`src/rtl/audio_waveshaper_os_if.sv`:
```
// ============================================================================
//  Module      : audio_waveshaper_os_if
//  Description : Sample and control bundle for the oversampled waveshaper.
//                The master side supplies drive, mode and input samples.
//                The slave side (the shaper) returns the decimated samples
//                and its status flags.
//  Signals     : pot_drive[9:0]        drive amount, gain = (64+pot_drive)/64
//                mode[1:0]             0 bypass, 1 hard, 2 soft, 3 fold
//                sample_in[WIDTH-1:0]  signed input sample
//                sample_in_valid       one-cycle input strobe
//                sample_out[WIDTH-1:0] signed decimated output sample
//                sample_out_valid      one-cycle output strobe
//                sample_dropped        pulse when an input strobe is ignored
//                busy                  generator is emitting sub-samples
//  Revision    : 1.0  initial release
// ============================================================================
`default_nettype none

interface audio_waveshaper_os_if #(
  parameter int WIDTH = 16
);
  logic [9:0]              pot_drive;
  logic [1:0]              mode;
  logic signed [WIDTH-1:0] sample_in;
  logic                    sample_in_valid;
  logic signed [WIDTH-1:0] sample_out;
  logic                    sample_out_valid;
  logic                    sample_dropped;
  logic                    busy;

  modport master (
    output pot_drive, mode, sample_in, sample_in_valid,
    input  sample_out, sample_out_valid, sample_dropped, busy
  );

  modport slave (
    input  pot_drive, mode, sample_in, sample_in_valid,
    output sample_out, sample_out_valid, sample_dropped, busy
  );
endinterface

`default_nettype wire

```
`src/rtl/audio_waveshaper_os.sv`:
```
// ============================================================================
//  Module      : audio_waveshaper_os
//  Description : Oversampled distortion stage. Each accepted sample is
//                linearly interpolated into RATIO sub-samples, each
//                sub-sample is driven through a selectable waveshaper
//                (bypass / hard clip / cubic soft clip / single fold), and
//                the shaped sub-samples are boxcar-averaged back to the
//                input rate.
//  Ports       : clk  system clock
//                rst  asynchronous reset, active low
//                bus  audio_waveshaper_os_if.slave (samples, drive, mode,
//                     output strobe, dropped flag, busy)
//  Latency     : sample_out_valid on cycle RATIO+4 after the accept edge.
//  Revision    : 1.0  initial release
// ============================================================================
`default_nettype none

module audio_waveshaper_os #(
  parameter int WIDTH = 16,
  parameter int RATIO = 4
) (
  input  logic                clk,
  input  logic                rst,
  audio_waveshaper_os_if.slave bus
);

  localparam int LOG2R = $clog2(RATIO);
  localparam int KW    = (LOG2R > 0) ? LOG2R : 1;  // sub-sample index width
  localparam int DW    = WIDTH + 1;                // interpolation difference
  localparam int IW    = WIDTH + KW + 3;           // (k+1)*diff product
  localparam int PREW  = WIDTH + 11;               // gained sample
  localparam int MW    = WIDTH + 12;               // u * gain product
  localparam int CW    = 3 * (WIDTH + 1);          // full-precision cube
  localparam int AW    = WIDTH + LOG2R;            // decimator accumulator

  localparam logic [KW-1:0]          c_K_LAST = KW'(RATIO - 1);
  localparam logic signed [PREW-1:0] c_FS     = PREW'((longint'(1) <<< (WIDTH - 1)) - 1);
  localparam logic signed [PREW-1:0] c_NFS    = -c_FS;
  localparam logic signed [PREW-1:0] c_MIN    = -c_FS - PREW'(1);
  localparam logic signed [PREW-1:0] c_2FS    = c_FS + c_FS;
  localparam logic signed [PREW-1:0] c_N2MIN  = c_MIN + c_MIN;

  typedef enum logic [0:0] {
    ST_IDLE = 1'b0,
    ST_RUN  = 1'b1
  } state_t;

  // --------------------------------------------------------------------------
  // Generator
  // --------------------------------------------------------------------------
  state_t                  r_state, w_state_nxt;
  logic [KW-1:0]           r_k, w_k_nxt;
  logic signed [WIDTH-1:0] r_x_new, r_x_prev;
  logic [9:0]              r_drive;
  logic [1:0]              r_mode;
  logic                    r_dropped;
  logic                    w_accept, w_sub_valid, w_sub_first, w_sub_last;

  always_comb begin
    w_state_nxt = r_state;
    w_k_nxt     = r_k;
    w_accept    = 1'b0;
    w_sub_valid = 1'b0;
    w_sub_first = 1'b0;
    w_sub_last  = 1'b0;
    case (r_state)
      ST_IDLE: begin
        if (bus.sample_in_valid) begin
          w_accept    = 1'b1;
          w_state_nxt = ST_RUN;
          w_k_nxt     = '0;
        end
      end
      ST_RUN: begin
        w_sub_valid = 1'b1;
        w_sub_first = (r_k == '0);
        w_sub_last  = (r_k == c_K_LAST);
        if (w_sub_last) begin
          w_state_nxt = ST_IDLE;
        end else begin
          w_k_nxt = r_k + KW'(1);
        end
      end
      default: w_state_nxt = ST_IDLE;
    endcase
  end

  always_ff @(posedge clk or negedge rst) begin
    if (!rst) begin
      r_state   <= ST_IDLE;
      r_k       <= '0;
      r_x_new   <= '0;
      r_x_prev  <= '0;
      r_drive   <= '0;
      r_mode    <= '0;
      r_dropped <= 1'b0;
    end else begin
      r_state   <= w_state_nxt;
      r_k       <= w_k_nxt;
      // A strobe seen while RUN is ignored, including on RUN's final edge.
      r_dropped <= (r_state == ST_RUN) && bus.sample_in_valid;
      if (w_accept) begin
        r_x_new <= bus.sample_in;
        r_drive <= bus.pot_drive;
        r_mode  <= bus.mode;
      end
      if (w_sub_last) begin
        r_x_prev <= r_x_new;
      end
    end
  end

  // u_k = x_prev + floor((k+1)*(x_new-x_prev) / RATIO); k = RATIO-1 yields x_new.
  logic signed [DW-1:0]    w_diff;
  logic signed [KW+1:0]    w_kp1;
  logic signed [IW-1:0]    w_prod;
  logic signed [WIDTH-1:0] w_u;

  assign w_diff = DW'(r_x_new) - DW'(r_x_prev);
  assign w_kp1  = $signed({1'b0, {1'b0, r_k} + (KW + 1)'(1)});
  assign w_prod = IW'(w_diff) * IW'(w_kp1);
  assign w_u    = WIDTH'(IW'(r_x_prev) + (w_prod >>> LOG2R));

  // --------------------------------------------------------------------------
  // S1: apply drive gain (64+drive)/64 at full precision
  // --------------------------------------------------------------------------
  logic signed [11:0]      w_gain;
  logic signed [MW-1:0]    w_mul;
  logic                    r1_valid, r1_first, r1_last;
  logic [1:0]              r1_mode;
  logic signed [WIDTH-1:0] r1_u;
  logic signed [PREW-1:0]  r1_pre;

  assign w_gain = $signed({1'b0, 11'd64 + {1'b0, r_drive}});
  assign w_mul  = MW'(w_u) * MW'(w_gain);

  always_ff @(posedge clk or negedge rst) begin
    if (!rst) begin
      r1_valid <= 1'b0;
      r1_first <= 1'b0;
      r1_last  <= 1'b0;
      r1_mode  <= '0;
      r1_u     <= '0;
      r1_pre   <= '0;
    end else begin
      r1_valid <= w_sub_valid;
      r1_first <= w_sub_first;
      r1_last  <= w_sub_last;
      r1_mode  <= r_mode;
      r1_u     <= w_u;
      r1_pre   <= PREW'(w_mul >>> 6);
    end
  end

  // --------------------------------------------------------------------------
  // S2: shape selection (unsaturated, PREW bits)
  // --------------------------------------------------------------------------
  logic signed [DW-1:0]   w_c;
  logic signed [CW-1:0]   w_cube;
  logic signed [PREW-1:0] w_soft, w_fold, w_shape;
  logic                   r2_valid, r2_first, r2_last;
  logic signed [PREW-1:0] r2_y;

  always_comb begin
    w_c = DW'(r1_pre);
    if (r1_pre > c_FS) begin
      w_c = DW'(c_FS);
    end else if (r1_pre < c_NFS) begin
      w_c = DW'(c_NFS);
    end
  end

  // y = 1.5c - c^3 / 2^(2*WIDTH-1); the cube keeps every bit.
  assign w_cube = CW'(w_c) * CW'(w_c) * CW'(w_c);
  assign w_soft = PREW'(w_c) + PREW'(w_c >>> 1) - PREW'(w_cube >>> (2 * WIDTH - 1));

  // Single reflection about the positive or negative rail.
  always_comb begin
    w_fold = r1_pre;
    if (r1_pre > c_FS) begin
      w_fold = c_2FS - r1_pre;
    end else if (r1_pre < c_MIN) begin
      w_fold = c_N2MIN - r1_pre;
    end
  end

  always_comb begin
    w_shape = w_fold;
    case (r1_mode)
      2'd0:    w_shape = PREW'(r1_u);
      2'd1:    w_shape = r1_pre;
      2'd2:    w_shape = w_soft;
      default: w_shape = w_fold;
    endcase
  end

  always_ff @(posedge clk or negedge rst) begin
    if (!rst) begin
      r2_valid <= 1'b0;
      r2_first <= 1'b0;
      r2_last  <= 1'b0;
      r2_y     <= '0;
    end else begin
      r2_valid <= r1_valid;
      r2_first <= r1_first;
      r2_last  <= r1_last;
      r2_y     <= w_shape;
    end
  end

  // --------------------------------------------------------------------------
  // S3: saturate to WIDTH bits
  // --------------------------------------------------------------------------
  logic signed [WIDTH-1:0] w_sat;
  logic                    r3_valid, r3_first, r3_last;
  logic signed [WIDTH-1:0] r3_y;

  always_comb begin
    w_sat = WIDTH'(r2_y);
    if (r2_y > c_FS) begin
      w_sat = WIDTH'(c_FS);
    end else if (r2_y < c_MIN) begin
      w_sat = WIDTH'(c_MIN);
    end
  end

  always_ff @(posedge clk or negedge rst) begin
    if (!rst) begin
      r3_valid <= 1'b0;
      r3_first <= 1'b0;
      r3_last  <= 1'b0;
      r3_y     <= '0;
    end else begin
      r3_valid <= r2_valid;
      r3_first <= r2_first;
      r3_last  <= r2_last;
      r3_y     <= w_sat;
    end
  end

  // --------------------------------------------------------------------------
  // Decimator: tags, not timing, decide load vs. accumulate, so overlapping
  // groups in the pipeline never mix.
  // --------------------------------------------------------------------------
  logic signed [AW-1:0]    r_acc, w_sum;
  logic signed [WIDTH-1:0] r_out;
  logic                    r_out_valid;

  assign w_sum = (r3_first ? AW'(0) : r_acc) + AW'(r3_y);

  always_ff @(posedge clk or negedge rst) begin
    if (!rst) begin
      r_acc       <= '0;
      r_out       <= '0;
      r_out_valid <= 1'b0;
    end else begin
      r_out_valid <= r3_valid && r3_last;
      if (r3_valid) begin
        r_acc <= w_sum;
        if (r3_last) begin
          r_out <= WIDTH'(w_sum >>> LOG2R);
        end
      end
    end
  end

  assign bus.sample_out       = r_out;
  assign bus.sample_out_valid = r_out_valid;
  assign bus.sample_dropped   = r_dropped;
  assign bus.busy             = (r_state == ST_RUN);

endmodule

`default_nettype wire

```
`src/flat_wrapper.sv`:
```
// flat-port wrapper written by rule: the top's interface ports become plain ports
module audio_waveshaper_os_flat 
#(
  parameter int WIDTH = 16,
  parameter int RATIO = 4
)
  (clk, rst, bus_pot_drive, bus_mode, bus_sample_in, bus_sample_in_valid, bus_sample_out, bus_sample_out_valid, bus_sample_dropped, bus_busy);
  audio_waveshaper_os_if #(.WIDTH(WIDTH)) bus_i ();
  input  logic clk;
  input  logic rst;
  input wire logic [$bits(bus_i.pot_drive)-1:0] bus_pot_drive;
  input wire logic [$bits(bus_i.mode)-1:0] bus_mode;
  input wire logic [$bits(bus_i.sample_in)-1:0] bus_sample_in;
  input wire logic [$bits(bus_i.sample_in_valid)-1:0] bus_sample_in_valid;
  output wire logic [$bits(bus_i.sample_out)-1:0] bus_sample_out;
  output wire logic [$bits(bus_i.sample_out_valid)-1:0] bus_sample_out_valid;
  output wire logic [$bits(bus_i.sample_dropped)-1:0] bus_sample_dropped;
  output wire logic [$bits(bus_i.busy)-1:0] bus_busy;
  assign bus_i.pot_drive = bus_pot_drive;
  assign bus_i.mode = bus_mode;
  assign bus_i.sample_in = bus_sample_in;
  assign bus_i.sample_in_valid = bus_sample_in_valid;
  assign bus_sample_out = bus_i.sample_out;
  assign bus_sample_out_valid = bus_i.sample_out_valid;
  assign bus_sample_dropped = bus_i.sample_dropped;
  assign bus_busy = bus_i.busy;
  audio_waveshaper_os #(.WIDTH(WIDTH), .RATIO(RATIO)) u_core (.clk(clk), .rst(rst), .bus(bus_i));
endmodule
```
`config.mk`:
```
export PLATFORM = sky130hd
export DESIGN_NAME = audio_waveshaper_os_flat
export DESIGN_NICKNAME = d
export VERILOG_FILES = /design/src/rtl/audio_waveshaper_os_if.sv /design/src/rtl/audio_waveshaper_os.sv /design/src/flat_wrapper.sv
export SDC_FILE = /design/constraint.sdc
export NUM_CORES = 2
export LEC_CHECK = 0
export ABC_CLOCK_PERIOD_IN_PS = 23900
export CAP_MARGIN = 20
export CORE_MARGIN = 2
export CORE_UTILIZATION = 48
export DETAILED_ROUTE_END_ITERATION = 7
export GPL_ROUTABILITY_DRIVEN = 1
export MAX_ROUTING_LAYER = met4
export SYNTH_ARGS = -nofsm -noshare
export SYNTH_HDL_FRONTEND = slang
export SYNTH_SLANG_ARGS = --single-unit
export TNS_END_PERCENT = 50
```
`constraint.sdc`:
```
create_clock -name clk -period 23.9 [get_ports clk]
set_clock_uncertainty 0.05 [all_clocks]
set_input_delay 7.17 -clock clk [delete_from_list [all_inputs] [get_ports clk]]
set_output_delay 7.17 -clock clk [all_outputs]
set_load 0.02 [all_outputs]
```
==> impl_results.md <==
- Final setup viols: 0
- Syn_area_per_cell: 8.960 um2
- Seq cells post-synth: 171
- Final ANT Viol Nets: 0
- Worst-Margin Slew: 1.165 ns
- Worst Path Buf+Inv: 10
- CP top delay family: adder cells
- Worst Path Arrival: 18.45 ns
- Ports: 50
- Total wire length: 125,800 um
- Die area: 0.1009 mm2
- Layout cells sized above 1: 0.04712
- Run status: finished clean
- Post-synth top area cell: fa_1
- Initial core utilization: 0.4819
- Nets@finish: 6,607
- Number of hold buffers added after cts: 0
- First-pass GRT wire length: 207,400 um
- Syn Inst Count: 5,270
- Total number of vias: 34,750
- Crit-path max FO: 29
- Ranking of synthesized cells by area: fa_1, inv_1, ha_1
- Initial drt markers: 2,005
- Number of enable flip-flop cells after synthesis: 0
- Via/cell ratio: 5.339
- Ys flop type: dfrtp_1
- Setup crit end kind: flop
- CP max-delay cell: mux2i_1
- Final min period: 18.17 ns
- Relative slew slack: 0.2181
- Cell Rows: 115
- Yosys top cell area share: 0.4227
- Post-CTS Setup Inserts: 0
- Clock net sink count: 171
- Largest net degree at the start of global routing: 71
- Clk buf depth: 2
- Root Driver: clkbuf_16
- Port bufs: 49
- Die H: 317.7 um
- Worst Setup Path Type: flop to flop
- Fill count: 9,372
- H-tree levels: 4
- Worst-skew pair later-pin latency: 0.48 ns
- FFs w/ async S/R, synth: 1.000
- Total Routing Usage GR: 0.2701
- WP data required: 24.18 ns
- Synth Warn #: 0
- RSZ-0062 raised after global routing: no
- Syn nets: 6,669
- Vias in the first global route: 37,360
- Area grow syn2layout: 5.350%
- Area taken by multi-input logic gates: 0.03733 mm2
- CTS-repair resized insts: 0
- Core ar.: 0.09799 mm2
- Setup_tns: 0 ns
- Total CTS buffers: 17
- Chip width: 317.7 um
- DPL Wire Length: 103,000 um
- CP max stage delay: 0.85 ns
- Diodes inserted: 0
- Cell area after synthesis: 0.04722 mm2
- Worst-path clk slew: 0.08 ns
- Final Cycle Share: 0.7603
- CTS tree: yes
- Overflow after GRT: 0
- Post-synthesis sequential area ratio: 0.09062
- Commonest non-fill, non-tap cell in the layout: inv_1
- RePlAce Congestion: 0.9172
- Hold/Removal Path Class: flop to flop
- DRT Pass-1 Iters: 7
- Wire per inst: 19.32 um
- Highest-count cells in the layout ignoring fill and taps: inv_1, fa_1, nand2_1, nor2_1, ha_1
- FF+latch area: 0.004280 mm2
- Antenna violations before repair: 1
- Final hold viol count: 0
- Synth cell types: 90
- Max frequency: 55.03 MHz
- # DRC: 0
- Max-cap violation count: 0
- Most used cell, CP: fa_1
- Worst setup SP type: flop
- Fin. max-slew vios: 0
[through the flow]
step	hold WS (ns)	util	std cells	instance area, um2	setup WS (ns)
2_1_floorplan	0.2812	-	5270	47220	8.240
3_3_place_gp	0.2849	0.5012	6471	49110	5.691
3_5_place_dp	0.2847	0.5012	6472	49110	5.816
4_1_cts	0.3015	0.5072	6504	49700	5.794
5_1_grt	0.3206	0.5077	6508	49750	4.641
6_report	0.3008	0.5077	6508	49750	5.730
[area by class of cell]
cell class | instances | share of cell area
tap | 1287 | 0.03237
clock buffer | 18 | 0.008627
inverter | 1281 | 0.09666
multi-input combinational | 3605 | 0.7504
timing repair buffer | 132 | 0.02279
clock inverter | 14 | 0.003068
sequential | 171 | 0.08604
[synth_stat cells (23+ instances only)]
cell and number:
dfrtp_1 171, ha_1 371, nor3_1 111, xor2_1 51, nor2_1 414, or3_1 23, mux2_2 56, nand2b_1 34
xnor2_1 122, a31oi_1 51, a21o_1 48, clkbuf_1 148, o21a_1 50, and2_1 91, a21oi_1 119, nand3_1 36
buf_1 25, nor2b_1 53, nand2_1 552, o21ai_0 109, inv_1 1266, buf_2 35, fa_1 997
[routing by layer]
layer | GRT usage | vias up | routed length, um
met3 | 0.02579 | 176 | 5952
met2 | 0.4703 | 930 | 64430
li1 | - | 15950 | -
met5 | - | - | 0
met4 | 0.08116 | 0 | 4037
met1 | 0.3341 | 17690 | 51340
[final timing paths]
kind,startpoint,to,slack [ns],depth (start not counted)
worst max-delay path,u_core.r1_pre[1],u_core.r2_y[20],5.73,57
worst min-delay path,u_core.r1_valid,u_core.r2_valid,0.30,0
worst max register to register,u_core.r1_pre[1],u_core.r2_y[20],5.73,57
worst min register to register,u_core.r1_valid,u_core.r2_valid,0.30,0
max in group asynchronous,rst,u_core.bus.busy,15.27,3
min in group asynchronous,rst,u_core.bus.sample_out[15],6.65,1
[registers in the layout, indices dropped and copies added (netlist names), 10 cells and up]
signal                 cells
u_core.r_x_prev           16
u_core.r1_pre             22
u_core.r1_u               16
u_core.r_x_new            16
u_core.r_acc              18
u_core.r3_y               16
u_core.bus.sample_out     16
u_core.r2_y               23
u_core.r_drive            10
[logic make-up (layout without fill, tap and decap cells)]
group,after synthesis,after routing,synth area share
AND/OR/NAND/NOR,1406,1406,0.1325
adder cells (fa/ha/maj),1368,1368,0.5210
buffers and inverters,1494,1445,0.1203
XOR/XNOR,174,174,0.03259
multiplexers,73,73,0.01828
AO/OA/AOI/OAI,584,584,0.08471
flip-flops,171,171,0.09062
Power is left out: the tool's default activity adds up to more than one toggle a clock period on the data nets, which glitch-free logic cannot reach.
